### config.mk
export PLATFORM = sky130hd
export DESIGN_NAME = apb_cmd_master_flat
export DESIGN_NICKNAME = d
export VERILOG_FILES = /design/src/rtl/apb_cmd_master_if.sv /design/src/rtl/apb_cmd_master.sv /design/src/flat_wrapper.sv
export SDC_FILE = /design/constraint.sdc
export NUM_CORES = 1
export LEC_CHECK = 0
export CAP_MARGIN = 10
export CORE_MARGIN = 4
export CORE_UTILIZATION = 58
export DETAILED_ROUTE_END_ITERATION = 16
export GPL_ROUTABILITY_DRIVEN = 0
export PLACE_DENSITY = 0.85
export RECOVER_POWER = 100
export REMOVE_ABC_BUFFERS = 1
export SETUP_SLACK_MARGIN = 0.15
export SYNTH_ARGS = -nofsm -noshare
export SYNTH_HDL_FRONTEND = slang
export SYNTH_SLANG_ARGS = --single-unit
### constraint.sdc
create_clock -name PCLK -period 4.88 [get_ports PCLK]
set_clock_uncertainty 0.15 [all_clocks]
set_input_delay 0.976 -clock PCLK [delete_from_list [all_inputs] [get_ports PCLK]]
set_output_delay 0.976 -clock PCLK [all_outputs]
set_load 0.005 [all_outputs]
### src/rtl/apb_cmd_master_if.sv
// Command/response stream plus APB bus for apb_cmd_master.
// Handshake: a command transfers on any rising PCLK edge where cmd_valid and
// cmd_ready are both 1; cmd_write/cmd_addr/cmd_wdata must be stable while
// cmd_valid is 1 and cmd_ready is 0. rsp_valid is a one-cycle pulse with no
// backpressure.
interface apb_cmd_master_if #(
  parameter int ADDR_W = 32,
  parameter int DATA_W = 32
);
  logic              cmd_valid;
  logic              cmd_ready;
  logic              cmd_write;
  logic [ADDR_W-1:0] cmd_addr;
  logic [DATA_W-1:0] cmd_wdata;

  logic              rsp_valid;
  logic [DATA_W-1:0] rsp_rdata;
  logic              rsp_err;
  logic              rsp_timeout;
  logic              busy;

  logic [ADDR_W-1:0] PADDR;
  logic              PSEL;
  logic              PENABLE;
  logic              PWRITE;
  logic [DATA_W-1:0] PWDATA;
  logic [DATA_W-1:0] PRDATA;
  logic              PREADY;
  logic              PSLAVEERR;

  modport master (
    input  cmd_valid, cmd_write, cmd_addr, cmd_wdata,
    input  PRDATA, PREADY, PSLAVEERR,
    output cmd_ready, rsp_valid, rsp_rdata, rsp_err, rsp_timeout, busy,
    output PADDR, PSEL, PENABLE, PWRITE, PWDATA
  );

  modport slave (
    output cmd_valid, cmd_write, cmd_addr, cmd_wdata,
    output PRDATA, PREADY, PSLAVEERR,
    input  cmd_ready, rsp_valid, rsp_rdata, rsp_err, rsp_timeout, busy,
    input  PADDR, PSEL, PENABLE, PWRITE, PWDATA
  );
endinterface

### src/rtl/apb_cmd_master.sv
// APB master: buffers read/write commands in a small FIFO and replays them as
// APB SETUP/ACCESS transfers, returning one in-order response per command.
// Transfers stalled by PREADY=0 for TIMEOUT ACCESS cycles are aborted.
module apb_cmd_master #(
  parameter int ADDR_W     = 32,
  parameter int DATA_W     = 32,
  parameter int FIFO_DEPTH = 4,
  parameter int TIMEOUT    = 16
) (
  input  logic                PCLK,
  input  logic                PRESETn,
  apb_cmd_master_if.master    bus,
  output logic [1:0]          state_dbg
);

  localparam int PTR_W  = $clog2(FIFO_DEPTH);
  localparam int CNT_W  = $clog2(FIFO_DEPTH + 1);
  localparam int WAIT_W = $clog2(TIMEOUT + 1);
  localparam int ENT_W  = 1 + ADDR_W + DATA_W;

  typedef enum logic [1:0] {
    IDLE   = 2'd0,
    SETUP  = 2'd1,
    ACCESS = 2'd2
  } state_t;

  state_t              state;
  logic [ENT_W-1:0]    mem [FIFO_DEPTH];
  logic [PTR_W-1:0]    wr_ptr;
  logic [PTR_W-1:0]    rd_ptr;
  logic [CNT_W-1:0]    count;
  logic [WAIT_W-1:0]   wait_cnt;

  logic                full;
  logic                empty;
  logic                push;
  logic                pop;
  logic                complete;
  logic                abort;
  logic [ENT_W-1:0]    head;

  assign full     = (count == CNT_W'(FIFO_DEPTH));
  assign empty    = (count == '0);
  assign push     = bus.cmd_valid && !full;
  assign complete = (state == ACCESS) && bus.PREADY;
  // The TIMEOUT-th consecutive low-PREADY ACCESS cycle ends in an abort.
  assign abort    = (state == ACCESS) && !bus.PREADY &&
                    (wait_cnt == WAIT_W'(TIMEOUT - 1));
  // The head is taken whenever the FSM starts a new transfer.
  assign pop      = !empty && ((state == IDLE) || complete || abort);
  assign head     = mem[rd_ptr];

  assign bus.cmd_ready = !full;
  assign bus.busy      = !empty || (state != IDLE);
  assign state_dbg     = state;

  // FIFO storage; entries carry no reset since count gates their use.
  always_ff @(posedge PCLK) begin
    if (push) mem[wr_ptr] <= {bus.cmd_write, bus.cmd_addr, bus.cmd_wdata};
  end

  // FIFO pointers and occupancy; pointers wrap naturally (depth is 2^n).
  always_ff @(posedge PCLK or negedge PRESETn) begin
    if (!PRESETn) begin
      wr_ptr <= '0;
      rd_ptr <= '0;
      count  <= '0;
    end else begin
      if (push) wr_ptr <= wr_ptr + PTR_W'(1);
      if (pop)  rd_ptr <= rd_ptr + PTR_W'(1);
      case ({push, pop})
        2'b10:   count <= count + CNT_W'(1);
        2'b01:   count <= count - CNT_W'(1);
        default: count <= count;
      endcase
    end
  end

  // APB transfer FSM with registered bus and response outputs.
  always_ff @(posedge PCLK or negedge PRESETn) begin
    if (!PRESETn) begin
      state           <= IDLE;
      wait_cnt        <= '0;
      bus.PSEL        <= 1'b0;
      bus.PENABLE     <= 1'b0;
      bus.PWRITE      <= 1'b0;
      bus.PADDR       <= '0;
      bus.PWDATA      <= '0;
      bus.rsp_valid   <= 1'b0;
      bus.rsp_rdata   <= '0;
      bus.rsp_err     <= 1'b0;
      bus.rsp_timeout <= 1'b0;
    end else begin
      bus.rsp_valid   <= 1'b0;
      bus.rsp_rdata   <= '0;
      bus.rsp_err     <= 1'b0;
      bus.rsp_timeout <= 1'b0;
      case (state)
        IDLE: begin
          if (pop) begin
            {bus.PWRITE, bus.PADDR, bus.PWDATA} <= head;
            bus.PSEL    <= 1'b1;
            bus.PENABLE <= 1'b0;
            wait_cnt    <= '0;
            state       <= SETUP;
          end
        end
        SETUP: begin
          bus.PENABLE <= 1'b1;
          state       <= ACCESS;
        end
        ACCESS: begin
          if (complete || abort) begin
            bus.rsp_valid <= 1'b1;
            if (complete) begin
              bus.rsp_err   <= bus.PSLAVEERR;
              bus.rsp_rdata <= bus.PWRITE ? '0 : bus.PRDATA;
            end else begin
              bus.rsp_err     <= 1'b1;
              bus.rsp_timeout <= 1'b1;
            end
            // Chain straight into the next SETUP so PSEL stays high.
            if (!empty) begin
              {bus.PWRITE, bus.PADDR, bus.PWDATA} <= head;
              bus.PENABLE <= 1'b0;
              wait_cnt    <= '0;
              state       <= SETUP;
            end else begin
              bus.PSEL    <= 1'b0;
              bus.PENABLE <= 1'b0;
              state       <= IDLE;
            end
          end else begin
            wait_cnt <= wait_cnt + WAIT_W'(1);
          end
        end
        default: begin
          bus.PSEL    <= 1'b0;
          bus.PENABLE <= 1'b0;
          state       <= IDLE;
        end
      endcase
    end
  end

endmodule

### src/flat_wrapper.sv
// flat-port wrapper written by rule: the top's interface ports become plain ports
module apb_cmd_master_flat 
#(
  parameter int ADDR_W     = 32,
  parameter int DATA_W     = 32,
  parameter int FIFO_DEPTH = 4,
  parameter int TIMEOUT    = 16
)
  (PCLK, PRESETn, state_dbg, bus_cmd_valid, bus_cmd_write, bus_cmd_addr, bus_cmd_wdata, bus_PRDATA, bus_PREADY, bus_PSLAVEERR, bus_cmd_ready, bus_rsp_valid, bus_rsp_rdata, bus_rsp_err, bus_rsp_timeout, bus_busy, bus_PADDR, bus_PSEL, bus_PENABLE, bus_PWRITE, bus_PWDATA);
  apb_cmd_master_if #(.ADDR_W(ADDR_W), .DATA_W(DATA_W)) bus_i ();
  input  logic PCLK;
  input  logic PRESETn;
  output logic [1:0] state_dbg;
  input wire logic [$bits(bus_i.cmd_valid)-1:0] bus_cmd_valid;
  input wire logic [$bits(bus_i.cmd_write)-1:0] bus_cmd_write;
  input wire logic [$bits(bus_i.cmd_addr)-1:0] bus_cmd_addr;
  input wire logic [$bits(bus_i.cmd_wdata)-1:0] bus_cmd_wdata;
  input wire logic [$bits(bus_i.PRDATA)-1:0] bus_PRDATA;
  input wire logic [$bits(bus_i.PREADY)-1:0] bus_PREADY;
  input wire logic [$bits(bus_i.PSLAVEERR)-1:0] bus_PSLAVEERR;
  output wire logic [$bits(bus_i.cmd_ready)-1:0] bus_cmd_ready;
  output wire logic [$bits(bus_i.rsp_valid)-1:0] bus_rsp_valid;
  output wire logic [$bits(bus_i.rsp_rdata)-1:0] bus_rsp_rdata;
  output wire logic [$bits(bus_i.rsp_err)-1:0] bus_rsp_err;
  output wire logic [$bits(bus_i.rsp_timeout)-1:0] bus_rsp_timeout;
  output wire logic [$bits(bus_i.busy)-1:0] bus_busy;
  output wire logic [$bits(bus_i.PADDR)-1:0] bus_PADDR;
  output wire logic [$bits(bus_i.PSEL)-1:0] bus_PSEL;
  output wire logic [$bits(bus_i.PENABLE)-1:0] bus_PENABLE;
  output wire logic [$bits(bus_i.PWRITE)-1:0] bus_PWRITE;
  output wire logic [$bits(bus_i.PWDATA)-1:0] bus_PWDATA;
  assign bus_i.cmd_valid = bus_cmd_valid;
  assign bus_i.cmd_write = bus_cmd_write;
  assign bus_i.cmd_addr = bus_cmd_addr;
  assign bus_i.cmd_wdata = bus_cmd_wdata;
  assign bus_i.PRDATA = bus_PRDATA;
  assign bus_i.PREADY = bus_PREADY;
  assign bus_i.PSLAVEERR = bus_PSLAVEERR;
  assign bus_cmd_ready = bus_i.cmd_ready;
  assign bus_rsp_valid = bus_i.rsp_valid;
  assign bus_rsp_rdata = bus_i.rsp_rdata;
  assign bus_rsp_err = bus_i.rsp_err;
  assign bus_rsp_timeout = bus_i.rsp_timeout;
  assign bus_busy = bus_i.busy;
  assign bus_PADDR = bus_i.PADDR;
  assign bus_PSEL = bus_i.PSEL;
  assign bus_PENABLE = bus_i.PENABLE;
  assign bus_PWRITE = bus_i.PWRITE;
  assign bus_PWDATA = bus_i.PWDATA;
  apb_cmd_master #(.ADDR_W(ADDR_W), .DATA_W(DATA_W), .FIFO_DEPTH(FIFO_DEPTH), .TIMEOUT(TIMEOUT)) u_core (.PCLK(PCLK), .PRESETn(PRESETn), .bus(bus_i), .state_dbg(state_dbg));
endmodule
Word level (Yosys, flattened, before mapping)
Memories as Yosys holds them, arrays and structs flattened.
Index checks and enable logic that the tools add are counted.
W data, S select, Z words.
Word-level totals
  RAM bits: 260
  bits in registers: 116
  memories: 1
  word-level logic and storage cells: 95
  output and inout bits: 106
Operators by class
  reductions and logical operators: 21
  bitwise gates (word level): 1
  equality and inequality tests: 11
  $add $sub $neg: 5
  multiplexer cells: 42
Memories
  u_core.mem: depth 4, width 65, read ports 1, clocked after Yosys merged registers in 0, write ports 1, line apb_cmd_master.sv:28  | logic [ENT_W-1:0] mem [FIFO_DEPTH];
Operators with widths (number)
  $mux W32: 10
  $pmux W32 S2: 2
  $mux W1: 19
  $mux W5: 3
  $pmux W5 S2: 1
  $reduce_and A4 Y1: 2
  $pmux W1 S3: 2
  $pmux W2 S3: 1
  $pmux W3 S2: 1
  $reduce_bool A2 Y1: 3
  $add A5 B1 Y5 const B: 1
  $eq A5 B4 Y1 const B: 1
  $logic_and A1 B1 Y1: 5
  $add A2 B1 Y2 const B: 2
  $eq A2 B1 Y1 const B: 2
  $eq A2 B2 Y1 const B: 2
  $logic_or A1 B1 Y1: 4
  $mux W2: 2
  $ne A2 B1 Y1 const B: 2
  $ne A2 B2 Y1 const B: 2
  $add A3 B1 Y3 const B: 1
  $eq A3 B3 Y1 const B: 1
  $logic_not A1 Y1: 3
  $logic_not A3 Y1: 1
  other kinds (7): 7

Longest topological paths before layout
Gate-level depths: netlist (run 1).
  depth after elaboration: 7
  depth in mapped cells: 12
  gate-level depth less buffers: 10

Worst setup path after synthesis (run 1)
Ideal clock, no wire load.
  path type: in2reg
  from: input bus_cmd_valid
  to: memory u_core.mem[0][0] (netlist name) (enable)
  data required time: 4300 ps
  setup time: 430 ps
  arrival: 2553 ps
  stages: 1
  path slack: 1747 ps
  path buffers: 0
  cell sequence: and3_1
On the way
  cells in the longest elaborated chain, start to end: 3
RTL lines
  start: declaration: line flat_wrapper.sv:14  | input wire logic [$bits(bus_i.cmd_valid)-1:0] bus_cmd_valid;
  $logic_and A1 B1 Y1: line apb_cmd_master.sv:44  | assign push = bus.cmd_valid && !full;
  $mux W1: line apb_cmd_master.sv:59  | if (push) mem[wr_ptr] <= {bus.cmd_write, bus.cmd_addr, bus.cmd_wdata};
  $mux W1 (not written as such): line apb_cmd_master.sv:59
  end: declaration: line apb_cmd_master.sv:28
No other way between the ends.

Worst setup path after layout (run 1)
  from: input bus_PREADY
  to: register u_core.bus.PADDR[4]
On the way
  cells in the longest elaborated chain, start to end: 7
  elaborated cells on any way between the ends: 11
RTL lines
  start: declaration: line flat_wrapper.sv:19  | input wire logic [$bits(bus_i.PREADY)-1:0] bus_PREADY;
  $logic_not A1 Y1: line apb_cmd_master.sv:47  | assign abort = (state == ACCESS) && !bus.PREADY &&
  $logic_and A1 B1 Y1 (2 in series): line apb_cmd_master.sv:47
  $logic_or A1 B1 Y1: line apb_cmd_master.sv:50  | assign pop = !empty && ((state == IDLE) || complete || abort);
  $logic_and A1 B1 Y1: line apb_cmd_master.sv:50
  $ne A2 B1 Y1 (no line)
  $reduce_and A4 Y1 (no line) (*)
  end signal: assignment: line apb_cmd_master.sv:87  | bus.PADDR <= '0;
  end signal: assignment: line apb_cmd_master.sv:101  | {bus.PWRITE, bus.PADDR, bus.PWDATA} <= head;
  end signal: assignment: line apb_cmd_master.sv:124  | {bus.PWRITE, bus.PADDR, bus.PWDATA} <= head;
  end: declaration: line apb_cmd_master_if.sv:35  | output PADDR, PSEL, PENABLE, PWRITE, PWDATA
Every way passes the cells marked *; elsewhere a longest branch is shown, timed or not.
A chain may end at the register's enable or synchronous reset.

==> impl_metrics.ini, run 1 <==
[place]
hpwl_um = 16900
port_buffers = 207
numPlacedInstances = 1134

[clock_network]
cts.sinks = 375
cts_hold_buf = 0
path_clk_slew_ns = 0.06
htreeDepth = 2
numCtsBuffers = 37
cts_resized = 0
cts_tree = done
ctsLongestPathBuffers = 3
cts_setup_buffers = 0
clk_latency_ns = 0.50
clockRootBuffer = clkbuf_16

[pwr]
switching_share_pct = 27.6
p_seq_share_pct = 47.3
clkPwrFrac_pct = 25.9
switchingPower_mw = 2.83
power.total_mw = 10.2
max-vdd-ir-drop_mv = 0.403
p_leak_nw = 6.28
combPwrFrac_pct = 26.9
p_int_mw = 7.41
p_per_area_mw_per_mm2 = 595

[synth]
synth_seq_area_share_pct = 77.1
ys_warn_count = 0
synth-async-reset-ratio_pct = 30.7
synth_flop_cell = edfxtp_1
yosysTopAreaCellShare_pct = 56.3
synth.distinct_cells = 33
synth-edff-count = 260
postSynthCellCount = 629
yosysTopAreaCell = edfxtp_1
ys_ff_latch = 375
avgSynthCellArea_um2 = 22.0
syn-cell-area_mm2 = 0.0139
synth.area.top_cells = edfxtp_1 (56%), dfrtp_1 (21%), mux4_2 (11%), mux2_2 (3.1%), mux2_4 (3.0%)

[global_route]
grt_use_total_pct = 21.4
grt_max_degree = 67
grt_pass1_vias = 7591
grt_overflow = 0
antenna_found_initial = 8
grt_pass1_wl_um = 43500

[setup_path]
slowest_delay_ns = 1.44
crit_type = in2reg
crit_fanout = 30
crit_slowest_cell = clkbuf_1
cp-end-kind = flip-flop
cp.arrival_ns = 3.89
start_kind = input pin
cp_data_required_time_ns = 5.12
path_cells = clkdlybuf4s50_1 -> nor3b_1 -> nor3_4 -> clkbuf_1 -> mux2_2

[routing]
met3WireLength_um = 2180
avgViaCountPerCell = 5.64
ant_nets = 0
initialDrtViolationCount = 427
top_layer = met5
drcViolationCount = 0
met2_length_um = 14100
num_vias = 6774
wl_met1_um = 10900
wl_um = 27700
wl_per_cell_um = 23.1
drt_pass1_iterations = 5

[timing]
slew_headroom_pct = -73.3
setup_tns_ns = 0
slew_violations = 362
finalSetupViolations = 0
final-hold-violation-count = 0
fin_crit_ns = 3.65
fin_crit_sh_pct = 74.8
max_freq_mhz = 274
worst_slew_pin_slew_ns = 2.59
rsz0062_at_grt = no
hold_slack_ns = 0.333

[finish]
multi_input_area_mm2 = 0.00285
seqCellArea_mm2 = 0.0107
finish.utilization_pct = 73.3
synthToLayoutAreaGrowth_pct = 24.1
finalNonFillerCells = 1202
drive_gt1_share_pct = 19.4
fin_nets = 964
fillers = 1330
final_common_cell = edfxtp_1
most-common-layout-cells = edfxtp_1 (260), dlygate4sd3_1 (172), dfrtp_1 (113)

[die]
core-area_mm2 = 0.0235
dieArea_mm2 = 0.0264
start_util_pct = 59.1
die_w_um = 163
num_io_pins = 208
rows = 56
die_y_um = 163

[run_status]
outcome = complete, but fails checks
violations = max-capacitance violations, max-slew violations

[min_path]
hold_path_class = reg2reg

[run]
cap_violations = 7
power groups by stage:
stage / logic (mW) / clock network, mW / registers [mW]
3_3_place_gp: 3.00 / 0 / 4.85
5_1_grt: 2.97 / 2.85 / 4.94
4_1_cts: 3.15 / 2.70 / 4.87
2_1_floorplan: 1.90 / 0 / 4.81
3_5_place_dp: 3.13 / 0 / 4.92
6_report: 2.75 / 2.65 / 4.84
per-layer routing:
| metal | global-route usage, % | vias up |
|---|---|---|
| met5 | 0 | - |
| met4 | 4.92 | 12 |
| met3 | 5.72 | 50 |
| met2 | 36.5 | 284 |
| met1 | 28.3 | 3509 |
| li1 | - | 2919 |
path summary, 6_finish.rpt:
kind / slack, ns / startpoint / cells after the start / to
min: 0.33 / u_core.bus.PWDATA[30] / 1 / u_core.bus.PWDATA[30]
max: 1.23 / bus_PREADY / 5 / u_core.bus.PADDR[4]
min reg2reg: 0.33 / u_core.bus.PWDATA[30] / 1 / u_core.bus.PWDATA[30]
max reg2reg: 1.28 / u_core.wait_cnt[0] / 7 / u_core.bus.PADDR[4]
min in group asynchronous: 0.39 / PRESETn / 1 / u_core.bus.PADDR[0]
max in group asynchronous: 1.56 / PRESETn / 2 / u_core.rd_ptr[0]
cells by family (layout without fill, tap and decap cells):
family | count (synthesis) | after routing | synth area share [%]
flip-flops | 375 | 375 | 77.1
multiplexers | 135 | 135 | 17.0
AND/OR/NAND/NOR | 60 | 60 | 2.68
buffers and inverters | 35 | 287 | 1.70
AO/OA/AOI/OAI | 10 | 10 | 0.406
adder cells (fa/ha/maj) | 8 | 8 | 0.776
XOR/XNOR | 6 | 6 | 0.379
other | 0 | 2 | 0
area by class of cell:
| type | count | share of cell area (%) |
|---|---|---|
| inverter | 8 | 0.175 |
| clock inverter | 26 | 1.05 |
| tap | 319 | 2.32 |
| timing repair buffer | 213 | 12.2 |
| antenna | 2 | 0.0291 |
| multi-input combinational | 219 | 16.5 |
| sequential | 375 | 62.2 |
| clock buffer | 40 | 5.51 |
state kept, by name (all words and copies together) (netlist names):
register	count
u_core.bus.PSEL	1
u_core.count	3
u_core.bus.rsp_err	1
u_core.bus.PWDATA	32
u_core.bus.rsp_rdata	32
u_core.bus.PWRITE	1
u_core.state_dbg	1
u_core.wr_ptr	2
u_core.rd_ptr	2
u_core.wait_cnt	5
u_core.bus.rsp_valid	1
u_core.bus.rsp_timeout	1
u_core.mem	260
u_core.bus.PENABLE	1
u_core.bus.PADDR	32
stage by stage:
stage	setup slack (ns)	instance area (um2)
after global placement	1.62	16200
after global routing	0.839	17200
final	1.23	17200
after floorplan	-0.879	13700
after CTS	1.54	17300
after detailed placement	1.56	16200
synth_stat cells, drive strengths merged (4+ instances only):
cell    count
and2       33
and3        5
buf        17
clkbuf     10
dfrtp     115
edfxtp    260
ha          7
inv         8
mux2       67
mux4       65
nor2        6
xnor2       4
worst max-delay path: cells and delay by family:
kind / cells / cell delay, ns
buf+inv: 2 / 2.02
simple gates: 2 / 0.41
mux: 1 / 0.45
Power figures use the tool's default switching activity.
==> inputs of run 2 (changes only) <==
CORE_UTILIZATION = 49   (was 58)
PLACE_DENSITY = 0.76   (was 0.85)
clock period = 2.97 ns   (was 4.88 ns; I/O delays follow)
==> run 2 against run 1 <==
The flow now finishes without violations; clock power up 78%; power up 68%; global-route usage down 3.7 points; final cell count up 6.7%; core utilization down 10 points; combinational power up 76%; sequential cell count unchanged; first-iteration DRC count down 15%; critical path type is now reg2out; critical endpoint is now bus_cmd_ready; largest power group unchanged; highest routed layer unchanged.
==> impl_metrics.ini, run 2 (synthesis gave the netlist of run 1 again) <==
[routing]
wl_um = 27000
avgViaCountPerCell = 5.22
drcViolationCount = 0
wl_per_cell_um = 21.1
drt_pass1_iterations = 5
ant_nets = 0
initialDrtViolationCount = 361
num_vias = 6695

[finish]
largest_register_ffs = 260
fin_nets = 983
final_common_cell = edfxtp_1
top_register = u_core.mem
synthToLayoutAreaGrowth_pct = 26.7
most-common-layout-cells = edfxtp_1 (260), dlygate4sd3_1 (170), dfrtp_1 (112)
finalNonFillerCells = 1282
drive_gt1_share_pct = 20.3
fillers = 1968
fin_area_mm2 = 0.0176
finish.utilization_pct = 63.0

[timing]
fin_crit_ns = 2.75
finalSetupViolations = 0
setup_tns_ns = 0
worst_slew_pin_slew_ns = 1.24
slew_headroom_pct = 17.2
rsz0062_at_grt = yes
final-hold-violation-count = 0
slew_violations = 0
max_freq_mhz = 364
fin_crit_sh_pct = 92.6

[setup_path]
cp_data_required_time_ns = 2.23
crit_start = u_core.count[0]
r2r_start = u_core.wait_cnt[0]
crit_slowest_cell = clkdlybuf4s50_1
crit_buf_inv = 2
crit_family = buffers and inverters
crit_fanout = 6
crit_type = reg2out
path_cells = clkbuf_1 -> or3b_1 -> clkdlybuf4s50_1
start_kind = flip-flop
cp-end-kind = primary output
cp.arrival_ns = 2.01
slowest_delay_ns = 0.49

[clock_network]
ctsLongestPathBuffers = 3
cts.sinks = 375
htreeDepth = 2
path_clk_slew_ns = 0.06
clockRootBuffer = clkbuf_16
cts_tree = done
clk_latency_ns = 0.51
numCtsBuffers = 39

[place]
hpwl_um = 16300
port_buffers = 207
numPlacedInstances = 1206
placed_area_mm2 = 0.0165

[min_path]
worstHoldStart = u_core.bus.PWDATA[30]
hold_path_class = reg2reg

[die]
die_y_um = 176
core-area_mm2 = 0.0279
rows = 61
die_w_um = 176
start_util_pct = 49.8
num_io_pins = 208
dieArea_mm2 = 0.0310

[run_status]
outcome = finished, final reports clean

[pwr]
power.total_mw = 17.2
p_per_area_mw_per_mm2 = 980
p_leak_nw = 6.44
max-vdd-ir-drop_mv = 0.631

[global_route]
grt_max_degree = 67
antenna_found_initial = 3
grt_pass1_wl_um = 42400
grt_pass1_vias = 7389
grt_overflow = 0
grt_use_total_pct = 17.7

[run]
cap_violations = 0
==> run 2: cell types whose count changed in the layout (fill, tap and decap cells not counted), sizes merged <==
cell           before  now
bufinv              2    3
clkdlybuf4s50      34   36
diode               2    1
clkbuf             43   66
dlygate4sd2         0    1
clkinv             20   15
buf                 4    9
inv                10    8
dlygate4sd3       172  170
clkinvlp            2    1
==> run 2: metal layers <==
layer / up-vias / GRT usage (%) / wire length (um)
met5: - / 0 / 14
met4: 4 / 3.93 / 382
met3: 38 / 3.64 / 1790
met2: 220 / 30.9 / 13800
met1: 3468 / 23.2 / 11000
li1: 2965 / - / -
==> run 2: per-stage QoR <==
| step | worst slack, ns | hold WS (ns) |
|---|---|---|
| 6_report | 0.220 | 0.334 |
| 5_1_grt | 0.0884 | 0.363 |
| 4_1_cts | 0.177 | 0.361 |
| 3_5_place_dp | 0.203 | 0.347 |
| 3_3_place_gp | 0.235 | 0.340 |
| 2_1_floorplan | -2.73 | 0.148 |
==> run 2: final cells by class <==
type                    count  area [um2]  share of cell area, %
clock buffers              52        1100                   6.25
repair buffers            230        2260                   12.9
multi-input cells         219        2830                   16.1
clock inverters            19         164                  0.934
flip-flops and latches    375       10700                   60.9
diodes                      1        2.50                 0.0143
well taps                 378         473                   2.69
inverters                   8        30.0                  0.171
==> run 2: what timing repair did <==
item / in CTS / in global routing
endpoints found under the hold margin: 18 / 0
pin swaps: 0 / 1
setup endpoints to repair: 1 / 3
buffers inserted: 2 / 1
gates cloned: 0 / 0
hold buffers: 1 / 0
resized for setup: 3 / 3
==> run 2: power by group <==
part	switching [mW]	internal, mW
combinational	2.16	2.69
clock	1.87	2.85
sequential	0.578	7.05
total	4.60	12.6
==> run 2: path summary, 6_finish.rpt <==
path / to / slack [ns] / cells after the start
setup / recovery: bus_cmd_ready / 0.22 / 3
hold / removal: u_core.bus.PWDATA[30] / 0.33 / 1
setup reg to reg: u_core.count[2] / 0.23 / 10
hold reg to reg: u_core.bus.PWDATA[30] / 0.33 / 1
max in group asynchronous: u_core.rd_ptr[1] / 0.54 / 3
min in group asynchronous: u_core.bus.rsp_rdata[27] / 0.73 / 2
==> run 2: worst register-to-register path: cells and delay by family (launching register included) <==
kind,cells,cell delay (ns)
xor gates and xnor gates,2,0.28
adders and majority gates,4,1.19
and+or+nand+nor,4,0.58
DFF,1,0.41
==> inputs of run 3 (changes only) <==
ABC_AREA = 1   (was default)
CELL_PAD_IN_SITES_DETAIL_PLACEMENT = 1   (was default)
CELL_PAD_IN_SITES_GLOBAL_PLACEMENT = 1   (was default)
CORE_UTILIZATION = 39   (was 49)
PLACE_DENSITY = default   (was 0.76)
PLACE_DENSITY_LB_ADDON = 0.1   (was default)
SKIP_LAST_GASP = 1   (was default)
==> run 3 against run 2 <==
Sequential cell count stayed put; fmax is 4.6% higher; count of clock-buffer cells in the layout is 11 higher; final area is 4.4% higher; worst setup slack better by 0.12 ns; largest cell class unchanged; critical path type unchanged; non-clock buffer count is 4 higher; combinational power is 18% higher.
==> impl_metrics.ini, run 3 <==
[run_status]
outcome = finished, final reports clean

[setup_path]
crit_slowest_cell = clkdlybuf4s50_1
setup.worst_path.end = bus_busy
start_kind = flip-flop
cp.arrival_ns = 1.89
timing.rr.end = u_core.bus.PWDATA[18]
crit_start = u_core.count[0]
cp_data_required_time_ns = 2.23
crit_buf_inv = 1
path_depth = 5
crit_family = simple AND/OR/NAND/NOR gates
slowest_delay_ns = 0.46
cp-end-kind = primary output
path_cells = nor2_1 -> nand2_1 -> nand2_4 -> nand3_1 -> clkdlybuf4s50_1
reg2reg_slack_ns = 0.38
r2r_start = u_core.wait_cnt[0]
crit_fanout = 10
rr_worst_depth = 10
crit_type = reg2out

[global_route]
grt_use_total_pct = 18.1
grt_pass1_vias = 10370
grt_overflow = 0
antenna_found_initial = 6
grt_pass1_wl_um = 56900
grt_max_degree = 86

[routing]
avgViaCountPerCell = 4.91
drt_pass1_iterations = 4
num_vias = 9609
wl_per_cell_um = 18.4
initialDrtViolationCount = 397
ant_nets = 0
drcViolationCount = 0
wl_um = 36000

[place]
port_buffers = 207
pre_cts_slack_ns = 0.230
hpwl_um = 20800
numPlacedInstances = 1876

[clock_network]
htreeDepth = 2
ctsLongestPathBuffers = 3
path_clk_slew_ns = 0.06
cts_resized = 0
cts.sinks = 375
cts_tree = done
clockRootBuffer = clkbuf_16
clk_latency_ns = 0.52
numCtsBuffers = 42

[timing]
fin_crit_ns = 2.63
finalSetupViolations = 0
final-hold-violation-count = 0
max_freq_mhz = 380
fin_crit_sh_pct = 88.5
fin_ws_ns = 0.340
rsz0062_at_grt = no
slew_violations = 0
slew_headroom_pct = 24.7
worst_slew_pin_slew_ns = 1.13

[synth]
avgSynthCellArea_um2 = 11.6
yosysTopAreaCellShare_pct = 54.3
synth.area.top_cells = edfxtp_1 (54%), dfrtp_1 (20%), nand2_1 (12%), o21ai_0 (3.0%), nor2_1 (2.8%)
ys_warn_count = 0
postSynthCellCount = 1238
synth-async-reset-ratio_pct = 30.7
synth_top_cells_by_count = nand2_1 (472), edfxtp_1 (260), dfrtp_1 (115), nor2_1 (107), o21ai_0 (85)
yosys.cell_count.top_type = nand2_1
synth.distinct_cells = 27
yosysTopAreaCell = edfxtp_1
ys_ff_latch = 375
synth_seq_area_share_pct = 74.3
syn-cell-area_mm2 = 0.0144
synth_flop_cell = edfxtp_1
synth-edff-count = 260

[min_path]
worstHoldStart = u_core.bus.PADDR[3]
whs_path_depth = 2
hold_path_class = reg2reg

[die]
num_io_pins = 208
rows = 70
die_y_um = 200
die_w_um = 200
core-area_mm2 = 0.0365
dieArea_mm2 = 0.0400
start_util_pct = 39.4

[finish]
fin_nets = 1563
finalNonFillerCells = 1957
drive_gt1_share_pct = 6.79
finish.utilization_pct = 50.2
largest_register_ffs = 260
final_common_cell = nand2_1
synthToLayoutAreaGrowth_pct = 27.4
most-common-layout-cells = nand2_1 (472), edfxtp_1 (260), dlygate4sd3_1 (172)
top_register = u_core.mem

[pwr]
max-vdd-ir-drop_mv = 0.563
switchingPower_mw = 6.30
clkPwrFrac_pct = 27.8
p_per_area_mw_per_mm2 = 1010
switching_share_pct = 34.1
p_leak_nw = 7.71
p_seq_share_pct = 41.2
p_int_mw = 12.2
combPwrFrac_pct = 31.0

[run]
cap_violations = 0
==> run 3: changes by cell type after synthesis, sizes merged, moves of 30 or more <==
cell,previous run,this run
inv,8,49
o21ai,3,135
mux4,65,0
buf,17,47
nand2,2,474
and2,33,0
nor2,6,109
mux2,67,1
==> run 3: layout make-up <==
cell class              count  area (um2)
clock inverters            15         121
well taps                 468         586
diodes                      2        5.00
repair buffers            234        2290
multi-input cells         751        3170
inverters                  49         186
flip-flops and latches    375       10700
clock buffers              63        1270
fillers                  3817       18200
==> run 3: routing by layer <==
layer / share of wire (%) / vias to the layer above / wire length, um / track usage (%)
met2: 50 / 216 / 17900 / 32.2
met3: 5.7 / 59 / 2060 / 3.63
met5: 0.14 / - / 49 / 0
met4: 1.7 / 8 / 597 / 3.87
li1: - / 4522 / - / -
met1: 43 / 4804 / 15500 / 23.1
==> run 3: cells by family (layout without fill, tap and decap cells) <==
kind of cell | Yosys count | count (layout) | synth area share [%]
and+or+nand+nor | 601 | 601 | 16.1
DFF | 375 | 375 | 74.3
AOI/OAI and AO/OA | 137 | 137 | 4.77
buffers and inverters | 112 | 361 | 3.83
adders and majority gates | 8 | 8 | 0.748
xor gates and xnor gates | 4 | 4 | 0.244
muxes | 1 | 1 | 0.0783
other | 0 | 2 | 0
==> run 3: stage by stage <==
stage	cell area, um2	total power [mW]	hold WS, ns	TNS [ns]
after floorplan	14000	10.8	0.148	-379.34
after global placement	17000	13.8	0.267	0
final	18300	18.5	0.320	0
after global routing	18300	19.9	0.344	0
after CTS	18400	19.2	0.277	0
after detailed placement	17000	14.0	0.270	0
==> run 3: power groups by stage <==
stage	clock network, mW	registers, mW	logic (mW)
2_1_floorplan	0	7.81	2.98
3_3_place_gp	0	7.70	6.09
3_5_place_dp	0	7.74	6.23
4_1_cts	5.28	7.65	6.28
5_1_grt	5.53	7.77	6.60
6_report	5.14	7.61	5.73
==> run 3: timing repair <==
action | CTS | global route
buffers inserted | 0 | 0
hold endpoints to repair | 9 | 0
endpoints found under the setup margin | 0 | 1
hold buffers | 1 | 0
==> run 3: worst min-delay path, stage by stage, from the launching register on <==
cell	delay, ns
dfrtp_1	0.33
nand2_1	0.05
nand2_1	0.05
==> run 3: worst min path at each step <==
stage	end	slack (ns)
3_5_place_dp	u_core.count[2]	0.27
6_report	u_core.bus.PADDR[3]	0.32
5_1_grt	u_core.bus.PWDATA[0]	0.34
3_3_place_gp	u_core.count[2]	0.27
2_1_floorplan	u_core.bus.PADDR[0]	0.15
4_1_cts	u_core.count[2]	0.28
